### src/rtl/line_sched_pkg.sv
// line_sched_pkg: state encoding and width helpers shared by line_scheduler and its counter
package line_sched_pkg;
  typedef enum logic [1:0] {IDLE, CHECK, ISSUE, DRAIN} state_e;
  localparam int ADDR_W = 20;
  localparam int DEF_H_DISP = 1280;
  localparam int DEF_V_DISP = 720;
  function automatic int coord_w(input int n);
    return $clog2(n) + 1;
  endfunction
  function automatic int occ_w(input int cw);
    return cw + 1;
  endfunction
endpackage

### src/rtl/line_scheduler_inflight_counter.sv
// inflight_counter: up/down counter of pixels issued but not yet retired, saturating at both ends
module inflight_counter #(
  parameter int W = 8
) (
  input  logic         PPL_clk,
  input  logic         rst_n,
  input  logic         inc,
  input  logic         dec,
  output logic [W-1:0] count
);
  logic [W-1:0] count_q, count_d;
  always_comb
    count_d = (inc & ~dec & ~&count_q) ? count_q + 1'b1 :
              (dec & ~inc & |count_q)  ? count_q - 1'b1 : count_q;
  always_ff @(posedge PPL_clk or negedge rst_n)
    if (!rst_n) count_q <= '0;
    else        count_q <= count_d;
  assign count = count_q;
endmodule

### src/rtl/line_scheduler.sv
// line_scheduler: raster-order pixel issue gated by line-FIFO credit (fill + in-flight).
// Define LINE_SCHED_STATS_EN to build the frame/stall cycle counters; otherwise they read 0.
module line_scheduler
  import line_sched_pkg::*;
#(
  parameter int H_DISP     = DEF_H_DISP,
  parameter int V_DISP     = DEF_V_DISP,
  parameter int FIFO_DEPTH = H_DISP + 64,
  parameter int CW         = $clog2(H_DISP + 64) + 1
) (
  input  logic                         PPL_clk,
  input  logic                         rst_n,
  input  logic                         frame_start,
  input  logic [CW-1:0]                fifo_wr_count,
  input  logic                         ppl_ready,
  input  logic                         ret_valid,
  output logic                         pix_valid,
  output logic [coord_w(H_DISP)-1:0]   pix_x,
  output logic [coord_w(V_DISP)-1:0]   pix_y,
  output logic [ADDR_W-1:0]            pix_addr,
  output logic                         busy,
  output logic                         frame_done,
  output logic                         overrun,
  output logic [31:0]                  frame_cycles,
  output logic [31:0]                  stall_cycles
);
  localparam int XW = coord_w(H_DISP);
  localparam int YW = coord_w(V_DISP);
  localparam int OW = occ_w(CW);

  state_e              state_q, state_d;
  logic [XW-1:0]       x_q, x_d;
  logic [YW-1:0]       y_q, y_d;
  logic [ADDR_W-1:0]   addr_q, addr_d;
  logic                pix_valid_q, busy_q, done_q, done_d, overrun_q, overrun_d;
  logic [CW-1:0]       inflight;
  logic [OW-1:0]       occ;
  logic                xfer, start, credit_ok;

  assign xfer  = pix_valid_q & ppl_ready;
  assign start = frame_start & (state_q == IDLE);
  assign occ   = OW'(fifo_wr_count) + OW'(inflight);
  // Credit covers a whole line so a started line never has to wait on FIFO space.
  assign credit_ok = (32'(occ) + 32'(H_DISP)) <= 32'(FIFO_DEPTH);

  inflight_counter #(.W(CW)) u_inflight (
    .PPL_clk (PPL_clk),
    .rst_n   (rst_n),
    .inc     (xfer),
    .dec     (ret_valid),
    .count   (inflight)
  );

  always_comb begin
    state_d   = state_q;
    x_d       = x_q;
    y_d       = y_q;
    addr_d    = addr_q;
    done_d    = 1'b0;
    overrun_d = overrun_q | (frame_start & (state_q != IDLE));
    case (state_q)
      IDLE: if (frame_start) begin
        state_d = CHECK;
        x_d     = '0;
        y_d     = '0;
        addr_d  = '0;
      end
      CHECK: if (credit_ok) state_d = ISSUE;
      ISSUE: if (xfer) begin
        addr_d = addr_q + 1'b1;
        if (x_q == XW'(H_DISP - 1)) begin
          x_d = '0;
          if (y_q == YW'(V_DISP - 1)) state_d = DRAIN;
          else begin
            y_d     = y_q + 1'b1;
            state_d = CHECK;
          end
        end else x_d = x_q + 1'b1;
      end
      DRAIN: if (inflight == '0) begin
        state_d = IDLE;
        done_d  = 1'b1;
      end
      default: state_d = IDLE;
    endcase
  end

  always_ff @(posedge PPL_clk or negedge rst_n)
    if (!rst_n) begin
      state_q     <= IDLE;
      x_q         <= '0;
      y_q         <= '0;
      addr_q      <= '0;
      pix_valid_q <= 1'b0;
      busy_q      <= 1'b0;
      done_q      <= 1'b0;
      overrun_q   <= 1'b0;
    end else begin
      state_q     <= state_d;
      x_q         <= x_d;
      y_q         <= y_d;
      addr_q      <= addr_d;
      pix_valid_q <= state_d == ISSUE;
      busy_q      <= state_d != IDLE;
      done_q      <= done_d;
      overrun_q   <= overrun_d;
    end

  assign pix_valid  = pix_valid_q;
  assign pix_x      = x_q;
  assign pix_y      = y_q;
  assign pix_addr   = addr_q;
  assign busy       = busy_q;
  assign frame_done = done_q;
  assign overrun    = overrun_q;

`ifdef LINE_SCHED_STATS_EN
  logic [31:0] frame_cycles_q, frame_cycles_d, stall_cycles_q, stall_cycles_d;
  logic        stall;
  always_comb begin
    stall          = (state_q == CHECK) | (pix_valid_q & ~ppl_ready);
    frame_cycles_d = start ? '0 : (busy_q & ~&frame_cycles_q) ? frame_cycles_q + 32'd1 : frame_cycles_q;
    stall_cycles_d = start ? '0 : (stall & ~&stall_cycles_q) ? stall_cycles_q + 32'd1 : stall_cycles_q;
  end
  always_ff @(posedge PPL_clk or negedge rst_n)
    if (!rst_n) begin
      frame_cycles_q <= '0;
      stall_cycles_q <= '0;
    end else begin
      frame_cycles_q <= frame_cycles_d;
      stall_cycles_q <= stall_cycles_d;
    end
  assign frame_cycles = frame_cycles_q;
  assign stall_cycles = stall_cycles_q;
`else
  assign frame_cycles = '0;
  assign stall_cycles = '0;
`endif
endmodule

### config.mk
export PLATFORM = sky130hd
export DESIGN_NAME = line_scheduler
export DESIGN_NICKNAME = d
export VERILOG_FILES = /design/src/rtl/line_sched_pkg.sv /design/src/rtl/line_scheduler_inflight_counter.sv /design/src/rtl/line_scheduler.sv
export SDC_FILE = /design/constraint.sdc
export NUM_CORES = 1
export LEC_CHECK = 0
export CAP_MARGIN = 20
export CORE_UTILIZATION = 45
export CTS_BUF_LIST = sky130_fd_sc_hd__clkbuf_16
export DETAILED_ROUTE_END_ITERATION = 10
export GPL_ROUTABILITY_DRIVEN = 0
export PLACE_DENSITY = 0.72
export SYNTH_ARGS = -nofsm -noshare
export SYNTH_HDL_FRONTEND = slang
export SYNTH_HIERARCHICAL = 1
export SYNTH_SLANG_ARGS = --single-unit
### constraint.sdc
create_clock -name PPL_clk -period 3 [get_ports PPL_clk]
set_input_delay 0.3 -clock PPL_clk [delete_from_list [all_inputs] [get_ports PPL_clk]]
set_output_delay 0.3 -clock PPL_clk [all_outputs]
set_load 0.02 [all_outputs]
==> flow_summary.yaml, run 1 <==
sta:
  slew_violations: 0
  hold_ws_ns: 0.451
  hold_viol_final: 0
  grt_setup_unrepaired: "no"
  max_slew.worst_pin.slew_ns: 0.570
  fin_skew_ns: 0.00589
  fin_ws_ns: 0.169
  fmaxAchievable_mhz: 353
  setup_viol: 0
  min_period_ns: 2.83
  setup_tns_ns: 0
  timing.final.crit_share_pct: 94.4
  relSlewSlack_pct: 62.0
power_and_ir_drop:
  swShare_pct: 42.5
  clock_power_share_pct: 21.6
  powerDensity_mw_per_mm2: 837
  combPwrFrac_pct: 52.0
  seq_power_share_pct: 26.4
  internal_power_mw: 2.70
  power.leakage_nw: 2.58
  peakVddDrop_mv: 0.377
  power.switching_mw: 2.00
synthesis:
  synth_area_leaders: "dfrtp_1 33%, buf_4 10%, ha_1 9.7%"
  synth_area_mm2: 0.00466
  avgSynthCellArea_um2: 9.08
  ys_ff_latch: 61
  synth_compound_area_share_pct: 13.0
  synth-warning-count: 6
  synth_top_flop_cell: "dfrtp_1"
  ys_async_sr_fraction_pct: 100
  yosys.area_share.simple_pct: 21.1
  synth_top_family_by_area: "simple AND/OR/NAND/NOR gates"
  synth_edf_count: 0
  synth_top_area_share_pct: 32.8
  ys_seq_area_share_pct: 32.8
  synth_largest_area_cell: "dfrtp_1"
  yosys.area_share.adder_pct: 10.5
  synthCells: 513
  synth_cell_types: 65
  synth_xor_area_share_pct: 8.46
  synth.area.mux_share_pct: 1.13
cells_and_area:
  nets: 653
  syn_to_final_growth_pct: 20.6
  antennaDiodeCount: 0
  fill_cells: 855
  layout-drive-gt1-share_pct: 8.62
detailed_routing:
  drc: 0
  first_pass_iters: 4
  drtIter0Drc: 171
  drt_wl_total_um: 9860
  wl_per_cell_um: 13.4
  ant_nets: 0
  vias: 3786
  avgViaCountPerCell: 5.14
setup_path:
  crit_chain: "nand4_1 -> o311a_1 -> inv_1 -> ha_1 -> a21oi_1 -> and2_1 -> a21oi_1 -> o32ai_1 -> nand2_1"
  cpPeakStageDelay_ns: 0.55
  ff2ff_path_depth: 9
  path_delay_family: "compound AO/OA/AOI/OAI gates"
  reg2reg_from: "u_inflight/count[7]$_DFFE_PN0P_"
  arrival_ns: 3.02
  cp_slowest_cell: "dfrtp_1"
  crit_type: "reg -> reg"
  cp-end-kind: "flop"
  cp_num_buf_inv: 1
  cp_max_fo: 11
  required_ns: 3.19
  r2r_setup_slack_ns: 0.17
  start_kind: "flop"
  path_common_cell: "a21oi_1"
  r2r_end: "u_inflight/count[11]$_DFFE_PN0P_"
floorplanning:
  fp.dieW_um: 104
  ioPinCount: 128
  core_area_mm2: 0.00991
  rows: 36
  dieArea_mm2: 0.0108
  fp.dieH_um: 104
  start_util_pct: 47.0
global_routing:
  grt_usage_pct: 19.5
  grt.overflow.total: 0
  grt_pass1_vias: 3690
  grt_max_degree: 46
  grt_pass1_wl_um: 17200
  antenna_found_initial: 0
run_status:
  outcome: "finished clean"
clocking:
  cts_sinks: 61
  clk_latency_ns: 0.32
  cts_tree: "built"
  clkTransAtPathRegs_ns: 0.05
  cts_made_buffers: 9
  clockRootBuffer: "clkbuf_16"
  htreeDepth: 3
  cts_resized: 0
  clockBufferDepth: 2
hold_path:
  hp-class: "in -> async"
job:
  cap_violations: 0
placed_design:
  dpl.hpwl_um: 7450
  dpl_worst_slack_ns: 0.0202
  portBuffers: 63
## registers in the layout, indices dropped and copies added, names as in the netlist
register	flops
busy	1
frame_done	1
u_inflight/count	12
pix_addr	20
pix_x	12
overrun	1
pix_y	11
state_q	2
pix_valid	1
## timing repair
item	in CTS	in global routing
setup endpoints to repair	0	0
hold endpoints to repair	16	0
buffers inserted	0	0
hold buffers	1	0
## routing by layer
layer | share of wire [%] | wire, µm | global-route usage, %
met1 | 46 | 4500 | 24.1
met2 | 49 | 4820 | 33.9
met3 | 4.2 | 412 | 3.02
met4 | 1.2 | 121 | 7.65
met5 | 0 | 0 | 0
## through the flow
step           instances  total power, mW  utilization [%]  instance area, µm²
6_report             736             4.70             56.7                5620
3_5_place_dp         719             3.67             53.5                5310
4_1_cts              736             4.70             56.7                5620
3_3_place_gp         719             3.59             53.5                5310
2_1_floorplan        576             3.02                -                4890
5_1_grt              736             5.08             56.7                5620
## cells by family after synthesis
group           Yosys count
simple gates            180
buf+inv                  95
compound gates           88
flops                    61
xor+xnor                 45
fa+ha+maj                38
mux                       5
other cells               1
## worst max-delay path by stage
stage	startpoint	to	slack, ns	depth (start not counted)
after global placement	fifo_wr_count[1]	pix_valid$_DFF_PN0_	0.08	12
final	u_inflight/count[7]$_DFFE_PN0P_	u_inflight/count[11]$_DFFE_PN0P_	0.17	9
after floorplan	u_inflight/count[1]$_DFFE_PN0P_	pix_valid$_DFF_PN0_	0.42	11
after CTS	u_inflight/count[7]$_DFFE_PN0P_	u_inflight/count[11]$_DFFE_PN0P_	0.18	9
after detailed placement	fifo_wr_count[2]	state_q[0]$_DFF_PN0_	0.02	10
after global routing	u_inflight/count[7]$_DFFE_PN0P_	u_inflight/count[7]$_DFFE_PN0P_	0.04	9
## final cells by class
cell class / count / area [µm²] / share of cell area [%]
timing repair buffer: 82 / 771 / 13.7
multi-input combinational: 420 / 2760 / 49.2
inverter: 24 / 90.1 / 1.60
clock inverter: 7 / 73.8 / 1.31
tap: 133 / 166 / 2.96
sequential: 61 / 1530 / 27.2
clock buffer: 9 / 225 / 4.01
## Yosys cell counts, types with 5 or more instances
cell type,n
buf_4,64
dfrtp_1,61
nand2_1,44
nor2_1,43
ha_1,36
xor2_1,31
inv_1,24
nand3_1,24
o21ai_0,20
a21oi_1,19
nand4_1,15
xnor2_1,14
nor3_1,9
and3_1,8
a21o_1,6
nand2b_1,6
clkbuf_1,5
o21ai_1,5
o31ai_1,5
## cells in the final DEF (no fill, tap or decap), types with 5 or more instances in the layout
cell and count:
nor3_1 9, xnor2_1 14, nand3_1 24, and3_1 8, conb_1 64, clkbuf_16 9, buf_4 18, o21ai_0 20
nand2b_1 6, ha_1 36, a21o_1 6, nand2_1 44, clkdlybuf4s50_1 62, o31ai_1 5, xor2_1 31, nor2_1 43
o21ai_1 5, inv_1 24, dfrtp_1 61, nand4_1 15, a21oi_1 19
## power groups by stage
stage / registers, mW / clock network [mW] / logic, mW
floorplan: 1.29 / 0 / 1.73
global placement: 1.25 / 0 / 2.34
detailed placement: 1.25 / 0 / 2.41
CTS: 1.24 / 1.03 / 2.43
global route: 1.27 / 1.07 / 2.74
finish: 1.24 / 1.01 / 2.44
(Power assumes the default switching activity.)
==> run 2: changes to the inputs <==
--- a/config.mk
+++ b/config.mk
@@ -12,2 +12,3 @@
 export GPL_ROUTABILITY_DRIVEN = 0
+export MAX_ROUTING_LAYER = met4
 export PLACE_DENSITY = 0.72
--- a/constraint.sdc
+++ b/constraint.sdc
@@ -3,2 +3,2 @@
 set_output_delay 0.3 -clock PPL_clk [all_outputs]
-set_load 0.02 [all_outputs]
+set_load 0.1 [all_outputs]
==> run 2 against run 1 <==
Compared with the run above: global-route usage rose by 0.72 points; critical path depth rose by 1; utilization fell by 1.5 points; clock power fell by 11%; worst setup slack improved by 0.045 ns; first-iteration DRC count rose by 2.3%; non-clock buffer count fell by 2; routed wire length rose by 2.6%; clock skew barely moved; flip-flop and latch count did not move; register-to-register slack improved by 0.04 ns; via count rose by 1.8%; largest cell class unchanged.
==> flow_summary.yaml, run 2 (synthesis gave the netlist of run 1 again) <==
run_status:
  outcome: "finished clean"
cells_and_area:
  layout-drive-gt1-share_pct: 15.6
  multi_input_area_mm2: 0.00276
  antennaDiodeCount: 0
  syn_to_final_growth_pct: 17.3
  final_common_cell: "conb_1"
  nets: 651
  final_core_util_pct: 55.1
  fill_cells: 890
  layout_common_cells: "64 x conb_1, 60 x buf_4, 59 x dfrtp_1"
  largest_reg_flops: 20
  fin_cells: 734
  seqCellArea_mm2: 0.00153
global_routing:
  grt_pass1_wl_um: 17300
  grt_usage_pct: 20.2
  grt_pass1_vias: 3707
  grt_max_degree: 47
  antenna_found_initial: 0
  grt.overflow.total: 0
sta:
  hold_ws_ns: 0.345
  fmaxAchievable_mhz: 359
  slew_violations: 0
  fin_skew_ns: 0.00557
  min_period_ns: 2.79
  grt_setup_unrepaired: "yes"
  setup_viol: 0
  timing.final.crit_share_pct: 92.9
  setup_tns_ns: 0
  max_slew.worst_pin.slew_ns: 0.987
  relSlewSlack_pct: 34.0
  hold_viol_final: 0
hold_path:
  hp-class: "in -> async"
setup_path:
  cp_num_buf_inv: 2
  cp-end-kind: "flop"
  crit_type: "reg -> reg"
  required_ns: 3.20
  cpPeakStageDelay_ns: 0.50
  cp_max_fo: 8
  cp_slowest_cell: "dfrtp_1"
  crit_start: "u_inflight/count[5]$_DFFE_PN0P_"
  reg2reg_from: "u_inflight/count[5]$_DFFE_PN0P_"
  path_delay_family: "compound AO/OA/AOI/OAI gates"
  start_kind: "flop"
  crit_chain: "nand4_1 -> o311a_1 -> inv_1 -> buf_4 -> ha_1 -> a21oi_1 -> o21ai_0 -> a22o_1 -> o32ai_1 -> nand2_1"
  arrival_ns: 2.98
power_and_ir_drop:
  power.leakage_nw: 2.65
  seq_power_share_pct: 24.3
  power.switching_mw: 2.68
  clock_power_share_pct: 17.1
  total_power_mw: 5.24
  peakVddDrop_mv: 0.358
  internal_power_mw: 2.56
  combPwrFrac_pct: 58.6
  swShare_pct: 51.1
  powerDensity_mw_per_mm2: 959
clocking:
  clockBufferDepth: 2
  cts_setup_buffers: 0
  clockRootBuffer: "clkbuf_16"
  clk_latency_ns: 0.33
  cts_sinks: 61
  htreeDepth: 3
  cts_tree: "built"
  cts_made_buffers: 9
  clkTransAtPathRegs_ns: 0.05
detailed_routing:
  first_pass_iters: 5
  wl_per_cell_um: 13.8
  drt_wl_total_um: 10100
  drtIter0Drc: 175
  vias: 3855
  ant_nets: 0
  drc: 0
  avgViaCountPerCell: 5.25
floorplanning:
  ioPinCount: 128
  rows: 36
  fp.dieH_um: 104
  fp.dieW_um: 104
  core_area_mm2: 0.00991
  dieArea_mm2: 0.0108
  start_util_pct: 47.0
placed_design:
  portBuffers: 63
  dpl.hpwl_um: 7620
  dpl.cell_count: 716
job:
  cap_violations: 0
## run 2: changes by cell type in the layout (fill, tap and decap cells not counted)
cell / previous run / this run
buf_12: 0 / 1
buf_4: 18 / 60
bufinv_16: 1 / 0
clkdlybuf4s50_1: 62 / 17
clkinv_1: 0 / 1
clkinv_2: 2 / 3
clkinv_4: 2 / 1
clkinvlp_4: 1 / 0
dfrtp_1: 61 / 59
dfrtp_2: 0 / 2
inv_1: 24 / 26
inv_6: 1 / 0
## run 2: timing repair
| item | 4_1_cts | 5_1_grt |
|---|---|---|
| gates resized for setup | 0 | 1 |
| endpoints found under the setup margin | 0 | 2 |
| hold buffers | 0 | 1 |
| hold endpoints to repair | 0 | 6 |
## run 2: stage by stage
stage | instance area (µm²) | setup WS (ns)
6_report | 5460 | 0.214
5_1_grt | 5460 | -0.000729
3_5_place_dp | 5170 | 0.00831
3_3_place_gp | 5170 | 0.0655
4_1_cts | 5430 | 0.200
2_1_floorplan | 4890 | 0.170
## run 2: cell type report
cell class	count	area share [%]
inverters	24	1.65
flip-flops and latches	61	28.0
clock buffers	9	4.12
clock inverters	7	0.641
repair buffers	80	12.0
multi-input cells	420	50.6
well taps	133	3.05
## run 2: power groups by stage
stage	sequential [mW]	clock [mW]	combinational, mW
detailed placement	1.28	0	3.02
floorplan	1.69	0	2.01
CTS	1.27	0.910	3.05
global placement	1.27	0	2.95
finish	1.27	0.897	3.07
global route	1.30	0.949	3.34
## run 2: layer usage
layer  GRT usage [%]  wire length, µm
met1            23.7             4500
met2            33.7             4940
met3            5.41              468
met4            6.22              199
met5               -                0
## run 2: path summary, 6_finish.rpt
| path | endpoint | slack, ns | depth (start not counted) |
|---|---|---|---|
| min in group PPL_clk | overrun$_DFF_PN0_ | 0.47 | 1 |
| worst min register to register | overrun$_DFF_PN0_ | 0.47 | 1 |
| worst min-delay path | overrun$_DFF_PN0_ | 0.35 | 2 |
| worst max register to register | u_inflight/count[11]$_DFFE_PN0P_ | 0.21 | 10 |
| worst max-delay path | u_inflight/count[11]$_DFFE_PN0P_ | 0.21 | 10 |
| max in group asynchronous | pix_y[10]$_DFFE_PN0P_ | 1.91 | 4 |
